File: config.mk
export PLATFORM = sky130hd
export DESIGN_NAME = sequenciador_envase_flat
export DESIGN_NICKNAME = d
export VERILOG_FILES = /design/src/rtl/sequenciador_envase_if.sv /design/src/rtl/sequenciador_envase.sv /design/src/flat_wrapper.sv
export SDC_FILE = /design/constraint.sdc
export NUM_CORES = 1
export LEC_CHECK = 0
export ABC_CLOCK_PERIOD_IN_PS = 6190
export CAP_MARGIN = 5
export CELL_PAD_IN_SITES_DETAIL_PLACEMENT = 1
export CELL_PAD_IN_SITES_GLOBAL_PLACEMENT = 1
export CORE_ASPECT_RATIO = 1.25
export CORE_MARGIN = 2
export CORE_UTILIZATION = 42
export DETAILED_ROUTE_END_ITERATION = 12
export PLACE_DENSITY_LB_ADDON = 0.1
export SETUP_SLACK_MARGIN = 0.1
export SYNTH_ARGS = -nofsm -noshare
export SYNTH_HDL_FRONTEND = slang
export SYNTH_SLANG_ARGS = --single-unit
File: constraint.sdc
create_clock -name clk -period 6.19 [get_ports clk]
set_input_delay 1.238 -clock clk [delete_from_list [all_inputs] [get_ports clk]]
set_output_delay 1.238 -clock clk [all_outputs]
set_load 0.05 [all_outputs]
File: src/rtl/sequenciador_envase_if.sv
// Bundles the bottling-line sensor, actuator and status signals between the
// sequencer (slave) and its environment (master).
interface sequenciador_envase_if;
   logic       start;
   logic       stop;
   logic       pos_fill;
   logic       level;
   logic       pos_seal;
   logic       seal_done;
   logic       seal_alarm;
   logic       cork_reload;
   logic       ack;
   logic       motor;
   logic       valve;
   logic       seal_req;
   logic       cork_ok;
   logic [4:0] corks;
   logic [3:0] units;
   logic [6:0] dozens;
   logic       alarm;
   logic [1:0] alarm_code;
   logic       busy;

   modport slave (
      input  start, stop, pos_fill, level, pos_seal, seal_done, seal_alarm,
             cork_reload, ack,
      output motor, valve, seal_req, cork_ok, corks, units, dozens, alarm,
             alarm_code, busy
   );

   modport master (
      output start, stop, pos_fill, level, pos_seal, seal_done, seal_alarm,
             cork_reload, ack,
      input  motor, valve, seal_req, cork_ok, corks, units, dozens, alarm,
             alarm_code, busy
   );
endinterface

File: src/rtl/sequenciador_envase.sv
// Bottling-line sequencer: conveyor/fill/seal Moore FSM with cork stock,
// unit/dozen bottle counters and coded line alarm.
module sequenciador_envase #(
   parameter int FILL_TIMEOUT = 15,
   parameter int CORK_MAX     = 20,
   parameter int CORK_LOAD    = 10
) (
   input  logic                  clk,
   input  logic                  reset,
   sequenciador_envase_if.slave  bus
);
   localparam int TW = $clog2(FILL_TIMEOUT) + 1;

   localparam logic [2:0] S_IDLE      = 3'd0;
   localparam logic [2:0] S_MOVE_FILL = 3'd1;
   localparam logic [2:0] S_FILL      = 3'd2;
   localparam logic [2:0] S_MOVE_SEAL = 3'd3;
   localparam logic [2:0] S_SEAL      = 3'd4;
   localparam logic [2:0] S_ALARM     = 3'd5;

   localparam logic [1:0] C_NONE    = 2'b00;
   localparam logic [1:0] C_NOCORK  = 2'b01;
   localparam logic [1:0] C_TIMEOUT = 2'b10;
   localparam logic [1:0] C_SEAL    = 2'b11;

   logic [2:0]    r_state;
   logic          r_run;
   logic [TW-1:0] r_fillTimer;
   logic [4:0]    r_corks;
   logic [3:0]    r_units;
   logic [6:0]    r_dozens;
   logic [1:0]    r_code;

   logic [2:0]    w_nextState;
   logic [1:0]    w_nextCode;
   logic          w_sealOk;
   logic [6:0]    w_corksSum;
   logic [4:0]    w_corksNext;

   // A completed seal consumes one cork; reload adds a batch, clipped at capacity.
   assign w_sealOk    = (r_state == S_SEAL) && !bus.seal_alarm && bus.seal_done;
   assign w_corksSum  = {2'b00, r_corks} - {6'd0, w_sealOk}
                        + (bus.cork_reload ? 7'(CORK_LOAD) : 7'd0);
   assign w_corksNext = (w_corksSum > 7'(CORK_MAX)) ? 5'(CORK_MAX) : w_corksSum[4:0];

   always_comb begin
      w_nextState = r_state;
      w_nextCode  = r_code;
      case (r_state)
         S_IDLE: begin
            if (!bus.stop && bus.start) begin
               if (r_corks == 5'd0) begin
                  w_nextState = S_ALARM;
                  w_nextCode  = C_NOCORK;
               end else begin
                  w_nextState = S_MOVE_FILL;
               end
            end
         end
         S_MOVE_FILL: begin
            if (!r_run || bus.stop)
               w_nextState = S_IDLE;
            else if (bus.pos_fill)
               w_nextState = S_FILL;
         end
         S_FILL: begin
            if (bus.level) begin
               w_nextState = S_MOVE_SEAL;
            end else if (r_fillTimer == TW'(FILL_TIMEOUT - 1)) begin
               w_nextState = S_ALARM;
               w_nextCode  = C_TIMEOUT;
            end
         end
         S_MOVE_SEAL: begin
            if (bus.pos_seal)
               w_nextState = S_SEAL;
         end
         S_SEAL: begin
            if (bus.seal_alarm) begin
               w_nextState = S_ALARM;
               w_nextCode  = C_SEAL;
            end else if (bus.seal_done) begin
               w_nextState = (r_run && !bus.stop && (w_corksNext != 5'd0))
                             ? S_MOVE_FILL : S_IDLE;
            end
         end
         S_ALARM: begin
            if (bus.ack && ((r_code != C_NOCORK) || (r_corks != 5'd0))) begin
               w_nextState = S_IDLE;
               w_nextCode  = C_NONE;
            end
         end
         default: begin
            w_nextState = S_IDLE;
            w_nextCode  = C_NONE;
         end
      endcase
   end

   always_ff @(posedge clk or negedge reset) begin
      if (!reset) begin
         r_state     <= S_IDLE;
         r_code      <= C_NONE;
         r_run       <= 1'b0;
         r_fillTimer <= '0;
         r_corks     <= 5'd0;
      end else begin
         r_state <= w_nextState;
         r_code  <= w_nextCode;
         r_corks <= w_corksNext;
         // Entry to IDLE/ALARM clears run first; stop beats the set on leaving IDLE.
         if ((w_nextState == S_IDLE) || (w_nextState == S_ALARM))
            r_run <= 1'b0;
         else if (bus.stop)
            r_run <= 1'b0;
         else if (r_state == S_IDLE)
            r_run <= 1'b1;
         r_fillTimer <= (r_state == S_FILL) ? r_fillTimer + 1'b1 : '0;
      end
   end

   always_ff @(posedge clk or negedge reset) begin
      if (!reset) begin
         r_units  <= 4'd0;
         r_dozens <= 7'd0;
      end else if (w_sealOk) begin
         if (r_units == 4'd11) begin
            r_units  <= 4'd0;
            r_dozens <= (r_dozens == 7'd99) ? 7'd0 : r_dozens + 7'd1;
         end else begin
            r_units <= r_units + 4'd1;
         end
      end
   end

   assign bus.motor      = (r_state == S_MOVE_FILL) || (r_state == S_MOVE_SEAL);
   assign bus.valve      = (r_state == S_FILL);
   assign bus.seal_req   = (r_state == S_SEAL);
   assign bus.alarm      = (r_state == S_ALARM);
   assign bus.alarm_code = r_code;
   assign bus.busy       = (r_state != S_IDLE) && (r_state != S_ALARM);
   assign bus.cork_ok    = (r_corks != 5'd0);
   assign bus.corks      = r_corks;
   assign bus.units      = r_units;
   assign bus.dozens     = r_dozens;
endmodule

File: src/flat_wrapper.sv
// flat-port wrapper written by rule: the top's interface ports become plain ports
module sequenciador_envase_flat 
#(
   parameter int FILL_TIMEOUT = 15,
   parameter int CORK_MAX     = 20,
   parameter int CORK_LOAD    = 10
)
  (clk, reset, bus_start, bus_stop, bus_pos_fill, bus_level, bus_pos_seal, bus_seal_done, bus_seal_alarm, bus_cork_reload, bus_ack, bus_motor, bus_valve, bus_seal_req, bus_cork_ok, bus_corks, bus_units, bus_dozens, bus_alarm, bus_alarm_code, bus_busy);
  sequenciador_envase_if bus_i ();
  input  logic clk;
  input  logic reset;
  input wire logic [$bits(bus_i.start)-1:0] bus_start;
  input wire logic [$bits(bus_i.stop)-1:0] bus_stop;
  input wire logic [$bits(bus_i.pos_fill)-1:0] bus_pos_fill;
  input wire logic [$bits(bus_i.level)-1:0] bus_level;
  input wire logic [$bits(bus_i.pos_seal)-1:0] bus_pos_seal;
  input wire logic [$bits(bus_i.seal_done)-1:0] bus_seal_done;
  input wire logic [$bits(bus_i.seal_alarm)-1:0] bus_seal_alarm;
  input wire logic [$bits(bus_i.cork_reload)-1:0] bus_cork_reload;
  input wire logic [$bits(bus_i.ack)-1:0] bus_ack;
  output wire logic [$bits(bus_i.motor)-1:0] bus_motor;
  output wire logic [$bits(bus_i.valve)-1:0] bus_valve;
  output wire logic [$bits(bus_i.seal_req)-1:0] bus_seal_req;
  output wire logic [$bits(bus_i.cork_ok)-1:0] bus_cork_ok;
  output wire logic [$bits(bus_i.corks)-1:0] bus_corks;
  output wire logic [$bits(bus_i.units)-1:0] bus_units;
  output wire logic [$bits(bus_i.dozens)-1:0] bus_dozens;
  output wire logic [$bits(bus_i.alarm)-1:0] bus_alarm;
  output wire logic [$bits(bus_i.alarm_code)-1:0] bus_alarm_code;
  output wire logic [$bits(bus_i.busy)-1:0] bus_busy;
  assign bus_i.start = bus_start;
  assign bus_i.stop = bus_stop;
  assign bus_i.pos_fill = bus_pos_fill;
  assign bus_i.level = bus_level;
  assign bus_i.pos_seal = bus_pos_seal;
  assign bus_i.seal_done = bus_seal_done;
  assign bus_i.seal_alarm = bus_seal_alarm;
  assign bus_i.cork_reload = bus_cork_reload;
  assign bus_i.ack = bus_ack;
  assign bus_motor = bus_i.motor;
  assign bus_valve = bus_i.valve;
  assign bus_seal_req = bus_i.seal_req;
  assign bus_cork_ok = bus_i.cork_ok;
  assign bus_corks = bus_i.corks;
  assign bus_units = bus_i.units;
  assign bus_dozens = bus_i.dozens;
  assign bus_alarm = bus_i.alarm;
  assign bus_alarm_code = bus_i.alarm_code;
  assign bus_busy = bus_i.busy;
  sequenciador_envase #(.FILL_TIMEOUT(FILL_TIMEOUT), .CORK_MAX(CORK_MAX), .CORK_LOAD(CORK_LOAD)) u_core (.clk(clk), .reset(reset), .bus(bus_i));
endmodule
==> results by group <==
Run status
  – Status: completed

Synth
  – Number of synthesized flops with an enable pin: 0
  – Synth Register Bits: 27
  – Syn Area/Cell: 9.41 sq um
  – Synth cell types: 52
  – Ys flop type: dfrtp_1
  – YS warnings: 0
  – Register area share after synthesis: 38.0%
  – Net Count, Synth: 209
  – Async SR Flop Fraction: 100%
  – Post-synthesis cell count: 189
  – Mapped cell area: 0.00178 sq mm

CTS
  – Root buf cell: clkbuf_8
  – TritonCTS clock tree: built
  – CTS Sinks: 27
  – Clock Path Buffers: 2
  – Worst-path clk slew: 0.08 ns
  – Hold_buf cts: 0
  – Clk_lat worst skew: 0.27 ns
  – H-tree depth: 1
  – Post-CTS Setup Bufs: 0
  – Total CTS buffers: 3
  – CTS resizes: 0

STA
  – Hold Vio Cnt, Final: 0
  – Worst slew pin tran: 0.624 ns
  – Max Fclk: 216 MHz
  – # setup viols final: 0
  – Slew margin rel.: 58.1%
  – Clock Skew: 0.00833 ns
  – Setup tns final: 0 ns
  – RSZ-0062 raised after global routing: no
  – Period Utilization, post-route: 74.9%
  – Final Slew Violations: 0
  – Crit path time final: 4.63 ns

Pwr
  – P_sw: 0.442 mW
  – Clk network pwr share: 10.9%
  – Sw Ratio: 49.3%
  – P_leak: 0.991 nW
  – Cell Pwr Density: 405 mW/mm^2
  – Max IR drop VDD: 0.163 mV
  – Reg power frac: 31.6%
  – Final total power: 0.897 mW
  – Internal power: 0.455 mW
  – Logic pwr share: 57.5%

Critical path
  – Worst-path fanout max: 7
  – Critical path arrival: 4.80 ns
  – Worst Setup End Kind: flip-flop
  – Crit start category: input port
  – Cell breakdown of the critical path: clkdlybuf4s50_1, and3b_1, ha_1, nor2b_1, and2b_2, xor2_1, ha_1, and2_1, a2111oi_2, and3b_1, o211a_1, o21a_1, a2111oi_4
  – WP data required: 6.35 ns
  – Crit path largest cell delay: 0.48 ns
  – CP max stage cell: and3b_1
  – CP Class: in -> reg

Placement
  – Post-DP HPWL: 3540 um
  – Port buffer count: 34
  – Placed cells: 274
  – Gp weighted congestion: 0.834

GRT
  – Largest net degree at the start of global routing: 28
  – GRT Util Overall: 19.6%
  – First-pass GRT wire length: 7730 um
  – Initial antenna violation count: 0
  – GR Overflow Total: 0
  – Via count of the first global-routing pass: 1666

Detailed routing
  – DRT antenna net count: 0
  – Drt wl/cell: 16.1 um
  – Routed Wire Length: 4480 um
  – DRC violations left: 0
  – DRT Pass-1 Iters: 4
  – Via Count: 1506
  – Via density: 5.42
  – Iter 0 DRT Violations: 108

Hold path
  – Worst Hold Class: reg -> reg

Floorplanning
  – Core Area: 0.00407 sq mm
  – Num ports: 35
  – Chip width: 62.2 um
  – Chip height: 76.8 um
  – Die area: 0.00478 sq mm
  – Initial Utilization: 43.8%
  – FP Rows: 26

Final layout
  – FILL cells: 481
  – Diodes inserted: 0
  – End-of-flow core utilization: 54.5%
  – P&R area growth vs syn: 24.5%
  – Nets: 243
  – Non-Filler Instances: 278
  – Fraction of layout cells with a size suffix above 1: 8.11%

Run
  – Max Cap Viol: 0
==> worst paths after layout <==
check                                       from               endpoint  slack [ns]  cells past startpoint
setup / recovery                  bus_seal_alarm           u_core.r_run        1.56                     13
hold / removal             u_core.r_fillTimer[0]  u_core.r_fillTimer[0]        0.50                      1
setup reg to reg               u_core.r_state[0]           u_core.r_run        2.03                     13
hold reg to reg            u_core.r_fillTimer[0]  u_core.r_fillTimer[0]        0.50                      1
max in group asynchronous                  reset   u_core.bus.dozens[4]        4.58                      2
min in group asynchronous                  reset    u_core.bus.corks[4]        1.35                      2
==> cells in the final DEF, fill, tap and decap left out, types with 2 or more instances in the layout <==
cell type,n
clkdlybuf4s50_1,34
dfrtp_1,27
nor2_1,22
nand2_1,17
inv_1,9
o21ai_1,9
ha_1,9
nor2b_1,7
xor2_1,5
a21oi_1,5
nor3_1,5
nand3_1,5
nand2b_1,4
xnor2_1,4
and3_1,4
o31ai_1,4
nand4b_1,3
o21a_1,3
clkbuf_8,3
or2_1,2
and3b_1,2
nor3b_1,2
a32oi_1,2
nand3b_1,2
o21ai_0,2
a221oi_1,2
a31oi_1,2
mux2_2,2
==> worst max-delay path, delay by kind of cell <==
family                     cells  cell delay (ns)
and+or+nand+nor                5             1.41
AOI/OAI and AO/OA              4             0.99
adders and majority gates      2             0.52
buffers and inverters          1             0.47
xor gates and xnor gates       1             0.15
==> sequential cells by signal, indices dropped and copies added (netlist names) <==
name / flops
u_core.bus.corks: 5
u_core.r_state: 3
u_core.bus.units: 4
u_core.r_run: 1
u_core.bus.alarm_code: 2
u_core.bus.dozens: 7
u_core.r_fillTimer: 5
==> logic make-up after synthesis <==
logic type,Yosys count,share of synthesized area (%)
AO/OA/AOI/OAI,40,17.7
XOR/XNOR,10,5.34
adder cells (fa/ha/maj),9,6.33
buffers and inverters,15,3.45
flip-flops,27,38.0
multiplexers,4,2.46
AND/OR/NAND/NOR,84,26.8
==> power by group through the flow <==
| stage | registers, mW | logic, mW | clock network [mW] |
|---|---|---|---|
| 2_1_floorplan | 0.346 | 0.304 | 0 |
| 3_3_place_gp | 0.282 | 0.505 | 0 |
| 3_5_place_dp | 0.288 | 0.519 | 0 |
| 4_1_cts | 0.284 | 0.521 | 0.101 |
| 5_1_grt | 0.291 | 0.557 | 0.110 |
| 6_report | 0.284 | 0.516 | 0.0977 |
==> cell usage after synthesis, drive strengths merged, types with 5 or more instances <==
library cell	number	area, sq um
a21oi	6	33.8
inv	9	33.8
o21ai	11	55.1
xor2	6	60.1
nor2	23	88.8
nor3	5	25.0
dfrtp	27	676
nand2	17	63.8
nand3	5	25.0
nor2b	7	43.8
ha	9	113
==> cell type report <==
class	instances	area, sq um	share of cell area, %
Sequential cell	27	676	30.5
Clock buffer	4	45.0	2.03
Timing Repair Buffer	35	348	15.7
Inverter	9	33.8	1.53
Tap cell	56	70.1	3.16
Multi-Input combinational cell	147	1040	47.1
==> routing by layer <==
layer	GRT usage, %	vias up	wire (um)
met2	37.0	20	2410
li1	-	736	-
met3	1.91	4	88
met1	22.8	746	1930
met5	0	-	0
met4	7.11	0	52
==> through the flow <==
stage / setup WS [ns] / hold slack, ns / instance area [sq um]
CTS: 1.58 / 0.506 / 2210
global placement: 1.46 / 0.470 / 2170
floorplan: 2.13 / 0.454 / 1780
detailed placement: 1.31 / 0.494 / 2170
global route: 1.35 / 0.524 / 2210
finish: 1.56 / 0.497 / 2210
Note: power is estimated with default switching activity, not from simulation.
